$ cat src/rtl/riscv_pipe_pkg.sv
// Shared pipeline definitions: bus widths, field offsets, codes
// for wb_sel / csr_cmd / exceptions, and the store FSM encoding.
package riscv_pipe_pkg;

  localparam int EXE_MEM_W = 190;
  localparam int MEM_WB_W  = 70;
  localparam int MEM_ID_W  = 38;
  localparam int EXC_W     = 6;

  // exe_mem bus field offsets (LSB of each field)
  localparam int OFF_ALU      = 158;
  localparam int OFF_RD       = 153;
  localparam int OFF_RD_WEN   = 152;
  localparam int OFF_MEM_WE   = 151;
  localparam int OFF_MEM_RE   = 150;
  localparam int OFF_WB_SEL   = 147;
  localparam int OFF_PC       = 115;
  localparam int OFF_WB_DATA  = 83;
  localparam int OFF_CSR_CMD  = 79;
  localparam int OFF_CSR_ADDR = 67;
  localparam int OFF_OP1      = 35;
  localparam int OFF_RDATA    = 3;
  localparam int OFF_SIZE     = 0;

  localparam logic [2:0] WB_ALU = 3'b001;
  localparam logic [2:0] WB_MEM = 3'b010;
  localparam logic [2:0] WB_PC4 = 3'b011;
  localparam logic [2:0] WB_CSR = 3'b100;

  localparam logic [3:0] CSR_W = 4'b1000;
  localparam logic [3:0] CSR_S = 4'b0100;
  localparam logic [3:0] CSR_C = 4'b0010;

  localparam logic [5:0] EXC_ST_MISALIGN = 6'b100110;
  localparam logic [5:0] EXC_ST_FAULT    = 6'b100111;

  localparam logic [31:0] ST_ADDR_LIMIT = 32'h6000_0000;

  typedef enum logic [1:0] {
    ST_IDLE = 2'd0,
    ST_REQ  = 2'd1,
    ST_DONE = 2'd2
  } st_state_e;

  // Field order matches the offsets above, MSB first.
  typedef struct packed {
    logic [31:0] alu_result;
    logic [4:0]  rd;
    logic        rd_wen;
    logic        mem_we;
    logic        mem_re;
    logic [2:0]  wb_sel;
    logic [31:0] exe_pc;
    logic [31:0] wb_data;
    logic [3:0]  csr_cmd;
    logic [11:0] csr_addr;
    logic [31:0] op1_data;
    logic [31:0] mem_rdata_ext;
    logic [2:0]  mem_size;
  } exe_mem_t;

endpackage

$ cat src/rtl/store_align.sv
// Store lane alignment: byte strobes, replicated write data and
// misalignment flag from address and size.
// Ports: i_addr, i_data, i_size -> o_strb, o_data, o_misaligned.
module store_align (
  input  logic [31:0] i_addr,
  input  logic [31:0] i_data,
  input  logic [1:0]  i_size,
  output logic [3:0]  o_strb,
  output logic [31:0] o_data,
  output logic        o_misaligned
);

  logic w_word;
  logic w_byte;
  logic w_half;
  logic w_unused_addr;

  assign w_word = !i_size[0];
  assign w_byte = i_size[0] && i_size[1];
  assign w_half = i_size[0] && !i_size[1];

  assign w_unused_addr = ^i_addr[31:2];

  always_comb begin
    o_strb       = 4'b1111;
    o_data       = i_data;
    o_misaligned = 1'b0;
    unique case (1'b1)
      w_byte: begin
        o_strb = 4'b0001 << i_addr[1:0];
        o_data = {4{i_data[7:0]}};
      end
      w_half: begin
        o_strb       = 4'b0011 << {i_addr[1], 1'b0};
        o_data       = {2{i_data[15:0]}};
        o_misaligned = i_addr[0];
      end
      w_word: begin
        o_strb       = 4'b1111;
        o_data       = i_data;
        o_misaligned = |i_addr[1:0];
      end
      default: ;
    endcase
  end

endmodule

$ cat src/rtl/mem_stage.sv
// MEM pipeline stage: latches the EXE bus, issues stores over a
// req/ack port, selects writeback value, raises store exceptions.
// Ports: clk/rst; exe_mem_bus_in + es_to_ms_valid/ms_allowin in;
// mem_wb_bus_out + ms_to_ws_valid/ws_allowin out; mem_id_data_bus
// forwarding; dmem_* store port; csr_* write port; exception
// codes in/out; exception_stalled flush.
module mem_stage
  import riscv_pipe_pkg::*;
(
  input  logic                 clk,
  input  logic                 rst,
  input  logic [EXE_MEM_W-1:0] exe_mem_bus_in,
  input  logic                 es_to_ms_valid,
  output logic                 ms_allowin,
  output logic                 ms_to_ws_valid,
  input  logic                 ws_allowin,
  output logic [MEM_WB_W-1:0]  mem_wb_bus_out,
  output logic [MEM_ID_W-1:0]  mem_id_data_bus,
  output logic                 dmem_wreq,
  output logic [31:0]          dmem_waddr,
  output logic [31:0]          dmem_wdata,
  output logic [3:0]           dmem_wstrb,
  input  logic                 dmem_wack,
  output logic                 csr_we,
  output logic [11:0]          csr_waddr,
  output logic [31:0]          csr_wdata,
  input  logic [EXC_W-1:0]     exception_code_em,
  output logic [EXC_W-1:0]     exception_code_mw,
  input  logic                 exception_stalled
);

  logic             r_valid;
  exe_mem_t         r_bus;
  logic [EXC_W-1:0] r_exc;
  logic             r_flush;
  st_state_e        r_state;
  st_state_e        w_state_nxt;

  logic             w_ready_go;
  logic             w_leave;
  logic             w_store_pend;
  logic             w_flush_req;
  logic             w_discard;
  logic             w_no_exc;
  logic             w_misal;
  logic             w_fault;
  logic             w_rd_wen;
  logic [EXC_W-1:0] w_exc;
  logic [31:0]      w_wb_value;
  logic [31:0]      w_csr_wdata;
  logic [3:0]       w_strb;
  logic [31:0]      w_sdata;
  logic             w_unused_ok;

  assign w_unused_ok = ^{r_bus.mem_re, r_bus.mem_size[2]};

  store_align u_align (
    .i_addr       (r_bus.alu_result),
    .i_data       (r_bus.wb_data),
    .i_size       (r_bus.mem_size[1:0]),
    .o_strb       (w_strb),
    .o_data       (w_sdata),
    .o_misaligned (w_misal)
  );

  assign w_fault = r_bus.mem_we &&
                   (r_bus.alu_result > ST_ADDR_LIMIT);

  // Upstream exception wins, then misaligned, then access fault.
  always_comb begin
    w_exc = '0;
    if (r_valid) begin
      if (r_exc[5])
        w_exc = r_exc;
      else if (r_bus.mem_we && w_misal)
        w_exc = EXC_ST_MISALIGN;
      else if (w_fault)
        w_exc = EXC_ST_FAULT;
    end
  end

  assign w_no_exc     = (w_exc == '0);
  assign w_store_pend = r_valid && r_bus.mem_we && w_no_exc;

  assign w_ready_go = !((r_state == ST_IDLE && w_store_pend) ||
                        (r_state == ST_REQ));

  assign ms_allowin     = !r_valid || (w_ready_go && ws_allowin);
  assign ms_to_ws_valid = r_valid && w_ready_go;
  assign w_leave        = ms_to_ws_valid && ws_allowin;

  // A flush seen mid-request is remembered until the ack so the
  // memory side always completes its handshake.
  assign w_flush_req = (r_state == ST_REQ) &&
                       (exception_stalled || r_flush);
  assign w_discard   = (exception_stalled && r_state != ST_REQ) ||
                       (w_flush_req && dmem_wack);

  always_ff @(posedge clk or posedge rst) begin
    if (rst)
      r_state <= ST_IDLE;
    else
      r_state <= w_state_nxt;
  end

  always_comb begin
    w_state_nxt = r_state;
    unique case (r_state)
      ST_IDLE: begin
        if (w_store_pend && !exception_stalled)
          w_state_nxt = ST_REQ;
      end
      ST_REQ: begin
        if (dmem_wack)
          w_state_nxt = w_flush_req ? ST_IDLE : ST_DONE;
      end
      ST_DONE: begin
        if (w_leave || exception_stalled)
          w_state_nxt = ST_IDLE;
      end
      default: w_state_nxt = ST_IDLE;
    endcase
  end

  always_ff @(posedge clk or posedge rst) begin
    if (rst) begin
      r_flush <= 1'b0;
    end else if (r_state == ST_REQ) begin
      if (dmem_wack)
        r_flush <= 1'b0;
      else if (exception_stalled)
        r_flush <= 1'b1;
    end else begin
      r_flush <= 1'b0;
    end
  end

  always_ff @(posedge clk or posedge rst) begin
    if (rst) begin
      r_valid <= 1'b0;
      r_bus   <= '0;
      r_exc   <= '0;
    end else if (w_discard) begin
      r_valid <= 1'b0;
      r_bus   <= '0;
      r_exc   <= '0;
    end else if (ms_allowin) begin
      r_valid <= es_to_ms_valid;
      if (es_to_ms_valid) begin
        r_bus <= exe_mem_t'(exe_mem_bus_in);
        r_exc <= exception_code_em;
      end
    end
  end

  always_comb begin
    w_wb_value = '0;
    case (r_bus.wb_sel)
      WB_ALU:  w_wb_value = r_bus.alu_result;
      WB_MEM:  w_wb_value = r_bus.mem_rdata_ext;
      WB_PC4:  w_wb_value = r_bus.exe_pc + 32'd4;
      WB_CSR:  w_wb_value = r_bus.alu_result;
      default: w_wb_value = '0;
    endcase
  end

  // alu_result carries the old CSR value for CSR instructions.
  always_comb begin
    w_csr_wdata = '0;
    case (r_bus.csr_cmd)
      CSR_W:   w_csr_wdata = r_bus.op1_data;
      CSR_S:   w_csr_wdata = r_bus.alu_result | r_bus.op1_data;
      CSR_C:   w_csr_wdata = r_bus.alu_result & ~r_bus.op1_data;
      default: w_csr_wdata = '0;
    endcase
  end

  assign w_rd_wen = r_valid && r_bus.rd_wen && w_no_exc;

  assign mem_wb_bus_out  = {w_wb_value, r_bus.rd,
                            w_rd_wen, r_bus.exe_pc};
  assign mem_id_data_bus = {w_wb_value, w_rd_wen, r_bus.rd};

  assign dmem_wreq  = (r_state == ST_REQ);
  assign dmem_waddr = dmem_wreq ?
                      {r_bus.alu_result[31:2], 2'b00} : '0;
  assign dmem_wdata = dmem_wreq ? w_sdata : '0;
  assign dmem_wstrb = dmem_wreq ? w_strb : '0;

  assign csr_we    = w_leave && (r_bus.csr_cmd != '0) && w_no_exc;
  assign csr_waddr = r_bus.csr_addr;
  assign csr_wdata = w_csr_wdata;

  assign exception_code_mw = w_exc;

endmodule

$ cat config.mk
export PLATFORM = sky130hd
export DESIGN_NAME = mem_stage
export DESIGN_NICKNAME = d
export VERILOG_FILES = /design/src/rtl/riscv_pipe_pkg.sv /design/src/rtl/store_align.sv /design/src/rtl/mem_stage.sv
export SDC_FILE = /design/constraint.sdc
export NUM_CORES = 1
export LEC_CHECK = 0
export CAP_MARGIN = 0
export CORE_AREA = 5 5 171 173
export CTS_CLUSTER_DIAMETER = 50
export DETAILED_ROUTE_END_ITERATION = 10
export DIE_AREA = 0 0 176 178
export PLACE_DENSITY = 0.79
export REMOVE_ABC_BUFFERS = 1
export SLEW_MARGIN = 40
export SYNTH_ARGS = -nofsm -noshare
export SYNTH_HDL_FRONTEND = slang
export SYNTH_SLANG_ARGS = --single-unit
$ cat constraint.sdc
create_clock -name clk -period 6.6 [get_ports clk]
set_input_delay 1.65 -clock clk [delete_from_list [all_inputs] [get_ports clk]]
set_output_delay 1.65 -clock clk [all_outputs]
set_load 0.005 [all_outputs]
# Word level (Yosys, flattened, before mapping)
# Index checks and enable logic that the tools add are counted.
# op_classes
addsub,1
n_lt_le_gt_ge,1
n_eq_ne,14
shifts,2
mux,28
bitwise_logic,3
reduce_logical,37
# ops
op,count
two-way mux 190 bit,3
one-hot mux 32 bit (3 select lines),2
two-way mux 32 bit,2
one-hot mux 32 bit (2 select lines),1
two-way mux 6 bit,7
"adder 32 x 3 -> 32 bit, second input constant",1
AND 32 bit,1
"greater-than comparator 32 x 31 -> 1 bit, second input constant",1
NOT 32 bit,1
bitwise OR 32 bit,1
logical AND 1 bit,18
two-way mux 2 bit,4
one-hot mux 4 bit (2 select lines),1
"== test 3 x 2 -> 1 bit, second input constant",2
zero test 6 bit,1
"inequality test 2 x 1 -> 1 bit, second input constant",3
one-hot mux 2 bit (3 select lines),1
zero test 1 bit,5
logical OR 1 bit,5
two-way mux 1 bit,5
"== test 4 x 2 -> 1 bit, second input constant",1
"== test 4 x 3 -> 1 bit, second input constant",1
"== test 4 bit, second input constant",1
two-way mux 4 bit,1
15 further kinds,17
# word_totals
regBits,198
in_bits,202
out_inout_bits,230
wordCells,102

# Longest topological paths before layout
# logic_depth
ltp_word,17
ltp_mapped,8
ltp_nobuf,6

# Modules after synthesis
# A second synthesis with hierarchy kept.
# unflattened
hier_cells,1076
hier_area_um2,10885.4
# by_module_without_submodules
mod,instances,cells_each,area_each_um2,seq_area_each_um2
mem_stage,1,1013,10410.0,4954.8
store_align,1,63,475.5,0.0

# Worst setup path before layout
# Ideal clock, no wire load.
# synth_timing
path_kind,input to output
start,in ws_allowin
end,out ms_allowin
t_arrival_ps,2037
required_ps,4950
slack_ps,2913
path_stages,2
path_buffers,0
path_cell_list,a21boi_0 -> nand3_1
# synth_between
elab_chain_cells,2
# synth_rtl
item,line_no,rtl
start: declaration,mem_stage.sv:16,"input logic ws_allowin,"
logical AND 1 bit,mem_stage.sv:88,assign ms_allowin = !r_valid || (w_ready_go && ws_allowin);
logical OR 1 bit,mem_stage.sv:88,
end: declaration,mem_stage.sv:14,"output logic ms_allowin,"
# Every way passes these cells.

# Final worst setup path
# layout_timing
start,reg r_bus[148] (netlist bit)
end,out mem_id_data_bus[37]
# layout_between
elab_chain_cells,3
word_cells_on_any_way,6
cone_classes,eq/ne (4); mux (1); reduce/logical (1)
# layout_rtl
item,line_no,rtl
start: declaration,mem_stage.sv:33,exe_mem_t r_bus;
start signal: assignment,mem_stage.sv:150,r_bus <= exe_mem_t'(exe_mem_bus_in);
== test 3 bit or == test 3 x 1 -> 1 bit (tied branches),mem_stage.sv:158,case (r_bus.wb_sel)
OR reduction 2 bit (no line),--,
one-hot mux 32 bit (3 select lines) *,mem_stage.sv:158,
end: declaration,mem_stage.sv:18,"output logic [MEM_ID_W-1:0] mem_id_data_bus,"
# Mark *: on every way between the ends. The rest lies on a longest branch, timed or not.

==> summary.txt <==
DETAILED ROUTING
-------------------------------------------------------------------------------------
Iteration-0 DRC Markers                                                          1087
DRC                                                                                 0
Number of vias per cell after detailed routing                                   5.88
Post-detailed-route wirelength per cell                                       23.3 um
Number of routed nets with antenna violations                                       0
Detailed Routing Iterations Pass 1                                                  5
Vias after detailed routing                                                     10100
Wirelength, routed                                                            40.0 mm

GLOBAL ROUTING
-------------------------------------------------------------------------------------
Number of global-route vias before repair                                       10100
Antenna violations before repair                                                    0
Maximum number of pins on one net before global-route repair                      132
First-pass GRT wire length                                                    60.0 mm
Remaining Overflow, GRT                                                             0
Overall fraction of global-route tracks in use                                  24.4%

PWR
-------------------------------------------------------------------------------------
Switching portion of total power                                                32.0%
Combinational Power Share                                                       25.2%
Clock network power share                                                       30.7%
Internal power component                                                    0.00231 W
Cell Pwr Density                                                          224 nW/um^2
Leakage power                                                                 6.21 nW
Sequential share of power                                                       44.0%
Sw power                                                                    0.00109 W
Largest vdd supply drop                                                      0.147 mV

STA
-------------------------------------------------------------------------------------
Final slew viol count                                                               0
Worst Tran Pin Value                                                         0.865 ns
Final Setup Violations                                                              0
Normalized max-slew margin                                                      42.1%
Clock period minus final worst setup slack                                    5.38 ns
Setup slack after layout                                                      1.22 ns
Maximum frequency from static timing analysis                                 186 MHz
Unrepaired setup endpoints after global routing                                 false
Setup Skew                                                                  0.0225 ns
Final hold viol count                                                               0
Part of the cycle the worst path needs                                          81.6%

YOSYS
-------------------------------------------------------------------------------------
Largest area contributor in the netlist                                  sky130_fd_sc_hd__dfrtp_1
Mean instance size in the synthesized netlist                              10.2 sq um
Post-synth ARST share                                                            100%
Post-synthesis cell area                                                  10800 sq um
Seq/Total Area, Yosys                                                           45.7%
Count leader, synth                                                      sky130_fd_sc_hd__dfrtp_1
Top FF cell, synth                                                       sky130_fd_sc_hd__dfrtp_1
Number of enable-type register cells in the synthesized netlist                     0
Post-Syn Instances                                                               1066
Post-synthesis cell type count                                                     59
Yosys synthesis warning count                                                       0
Largest cells by area after synthesis                                    sky130_fd_sc_hd__dfrtp_1 46%, sky130_fd_sc_hd__a22o_1 16%, sky130_fd_sc_hd__buf_4 6.2%
Most frequent cells after synthesis                                      198 x sky130_fd_sc_hd__dfrtp_1, 193 x sky130_fd_sc_hd__a22o_1, 91 x sky130_fd_sc_hd__a21oi_1
Area share of the largest cell type after synthesis                             45.7%
Flip-flop and latch count after synthesis                                         198

HOLD PATH
-------------------------------------------------------------------------------------
Tightest Hold Check Type                                                 flop to flop
Hold_sp                                                                     r_bus[13]

CELLS AND AREA
-------------------------------------------------------------------------------------
Fraction of final layout cells with drive strength greater than 1               4.96%
Final layout net count                                                           1562
Antenna fix cells                                                                   0
Post-route cell area                                                      15200 sq um
Area added between synthesis and finish                                         40.0%

SETUP PATH
-------------------------------------------------------------------------------------
Worst-path fanout max                                                              21
Critical path start-end classification                                   flop to output port
Setup slack, reg-to-reg                                                       3.46 ns
Type of element launching the critical path                                      flop
Critical Path Sink Type                                                   output port
Crit Reg-Reg Startpoint                                                      r_bus[1]
Start point of the critical path                                           r_bus[148]
Arr. time, crit path                                                          3.73 ns
Required time at the endpoint of the critical path                            4.95 ns

CLOCK NETWORK
-------------------------------------------------------------------------------------
Clock-pin slew of the registers on the worst-case setup and hold paths        0.07 ns
Library cell used as clock root buffer                                   sky130_fd_sc_hd__clkbuf_16
Source-to-sink clock delay at the later pin of the worst-skew pair            0.43 ns
Htree depth                                                                         4
Max clock buf depth                                                                 2
TritonCTS clock tree                                                              yes
Number of buffers inserted during clock tree synthesis                             17
Number of hold buffers added after cts                                              0
Resized Gates After CTS                                                             0
Clock Sinks                                                                       198
Postcts setup bufs                                                                  0

PLACEMENT
-------------------------------------------------------------------------------------
Cell Area, Placed                                                         14600 sq um
Post-detailed-placement half-perimeter wirelength                             28.1 mm
Worst slack at placement                                                      1.70 ns
Global placement routability congestion                                         0.948
Count of buffers from port buffering                                              427

DIE
-------------------------------------------------------------------------------------
Chip Height                                                                    178 um
Width of the die                                                               176 um
Die Footprint                                                             31300 sq um
Site Rows                                                                          61
Initial Util                                                                    39.5%
Core region area                                                          27500 sq um
Top-Level Pins                                                                    432

STATUS
-------------------------------------------------------------------------------------
Run status                                                                  completed

RUN
-------------------------------------------------------------------------------------
Max capacitance violation total                                                     0

## routing by layer
| layer | vias to the layer above | routed length [um] | GRT usage, % |
|---|---|---|---|
| met3 | 73 | 3630 | 6.38 |
| met5 | - | 0 | 0 |
| met4 | 0 | 1060 | 7.89 |
| met1 | 4986 | 16000 | 31.4 |
| met2 | 601 | 19300 | 40.5 |
| li1 | 4445 | - | - |
## worst max-delay path, cell delays in order (launching register included)
cell                              delay [ns]
sky130_fd_sc_hd__dfrtp_1                0.57
sky130_fd_sc_hd__buf_4                  0.33
sky130_fd_sc_hd__nor2b_2                0.18
sky130_fd_sc_hd__buf_4                  0.30
sky130_fd_sc_hd__nand2_1                0.56
sky130_fd_sc_hd__or4_1                  0.69
sky130_fd_sc_hd__nand3_1                0.13
sky130_fd_sc_hd__clkdlybuf4s50_1        0.53
## metrics by stage
stage / hold slack (ns) / TNS, ns / instances / util (%) / power [W]
finish: 0.507 / 0 / 1718 / 55.3 / 0.00340
global route: 0.519 / 0 / 1718 / 55.3 / 0.00355
CTS: 0.507 / 0 / 1718 / 55.3 / 0.00342
detailed placement: 0.486 / 0 / 1686 / 53.2 / 0.00237
global placement: 0.483 / 0 / 1686 / 53.1 / 0.00235
floorplan: 0.465 / -88.57 / 896 / - / 0.00187
## layout by cell type, fill, tap and decap left out, types with 3 or more instances in the layout
cell type / instances
sky130_fd_sc_hd__a211oi_1: 9
sky130_fd_sc_hd__a21oi_1: 91
sky130_fd_sc_hd__a22o_1: 193
sky130_fd_sc_hd__a22oi_1: 24
sky130_fd_sc_hd__a31oi_1: 7
sky130_fd_sc_hd__and2_1: 40
sky130_fd_sc_hd__and3_1: 9
sky130_fd_sc_hd__buf_4: 15
sky130_fd_sc_hd__clkbuf_16: 17
sky130_fd_sc_hd__clkdlybuf4s50_1: 427
sky130_fd_sc_hd__clkinv_8: 3
sky130_fd_sc_hd__dfrtp_1: 198
sky130_fd_sc_hd__inv_1: 12
sky130_fd_sc_hd__inv_6: 6
sky130_fd_sc_hd__mux2i_1: 19
sky130_fd_sc_hd__nand2_1: 55
sky130_fd_sc_hd__nand2b_1: 34
sky130_fd_sc_hd__nand3_1: 17
sky130_fd_sc_hd__nand4_1: 14
sky130_fd_sc_hd__nor2_1: 35
sky130_fd_sc_hd__nor2b_1: 4
sky130_fd_sc_hd__nor3_1: 5
sky130_fd_sc_hd__nor3_2: 4
sky130_fd_sc_hd__nor4_1: 8
sky130_fd_sc_hd__o211ai_1: 4
sky130_fd_sc_hd__o21ai_0: 25
sky130_fd_sc_hd__o221ai_1: 15
sky130_fd_sc_hd__o22ai_1: 3
sky130_fd_sc_hd__xnor2_1: 9
sky130_fd_sc_hd__xor2_1: 20
## kinds of logic (layout without fill, tap and decap cells)
| logic type | after synthesis | count (layout) | share of synthesized area [%] |
|---|---|---|---|
| adders and majority gates | 1 | 1 | 0.115 |
| xor gates and xnor gates | 29 | 29 | 2.34 |
| buffers and inverters | 186 | 491 | 11.2 |
| other | 1 | 2 | 0.0346 |
| and+or+nand+nor | 241 | 241 | 12.0 |
| AOI/OAI and AO/OA | 389 | 389 | 26.7 |
| DFF | 198 | 198 | 45.7 |
| muxes | 21 | 21 | 1.96 |
## path summary, 6_finish.rpt
path | end | depth (start not counted)
max | mem_id_data_bus[37] | 7
min | r_bus[13] | 1
max reg2reg | r_bus[168] | 6
min reg2reg | r_bus[13] | 1
max in group asynchronous | r_valid | 3
min in group asynchronous | r_bus[28] | 2
## sequential cells by signal (all words and copies together) (netlist names)
name             flops
r_bus              139
r_exc                6
r_state              2
csr_waddr           12
r_flush              1
r_valid              1
mem_id_data_bus      5
mem_wb_bus_out      32
## final cells by class
class,instances,area [sq um]
well taps,346,433
flip-flops and latches,198,4950
multi-input cells,683,4740
clock buffers,18,439
fillers,2351,12300
inverters,15,63.8
clock inverters,14,140
repair buffers,444,4420
## power by group through the flow
stage          Clock [W]  Sequential [W]  Combinational [W]
2_1_floorplan          0         0.00147           0.000395
3_3_place_gp           0         0.00151           0.000844
3_5_place_dp           0         0.00152           0.000859
4_1_cts          0.00107         0.00149           0.000863
5_1_grt          0.00111         0.00151           0.000923
6_report         0.00105         0.00150           0.000859
No activity file was read; power rests on OpenSTA's default activity.
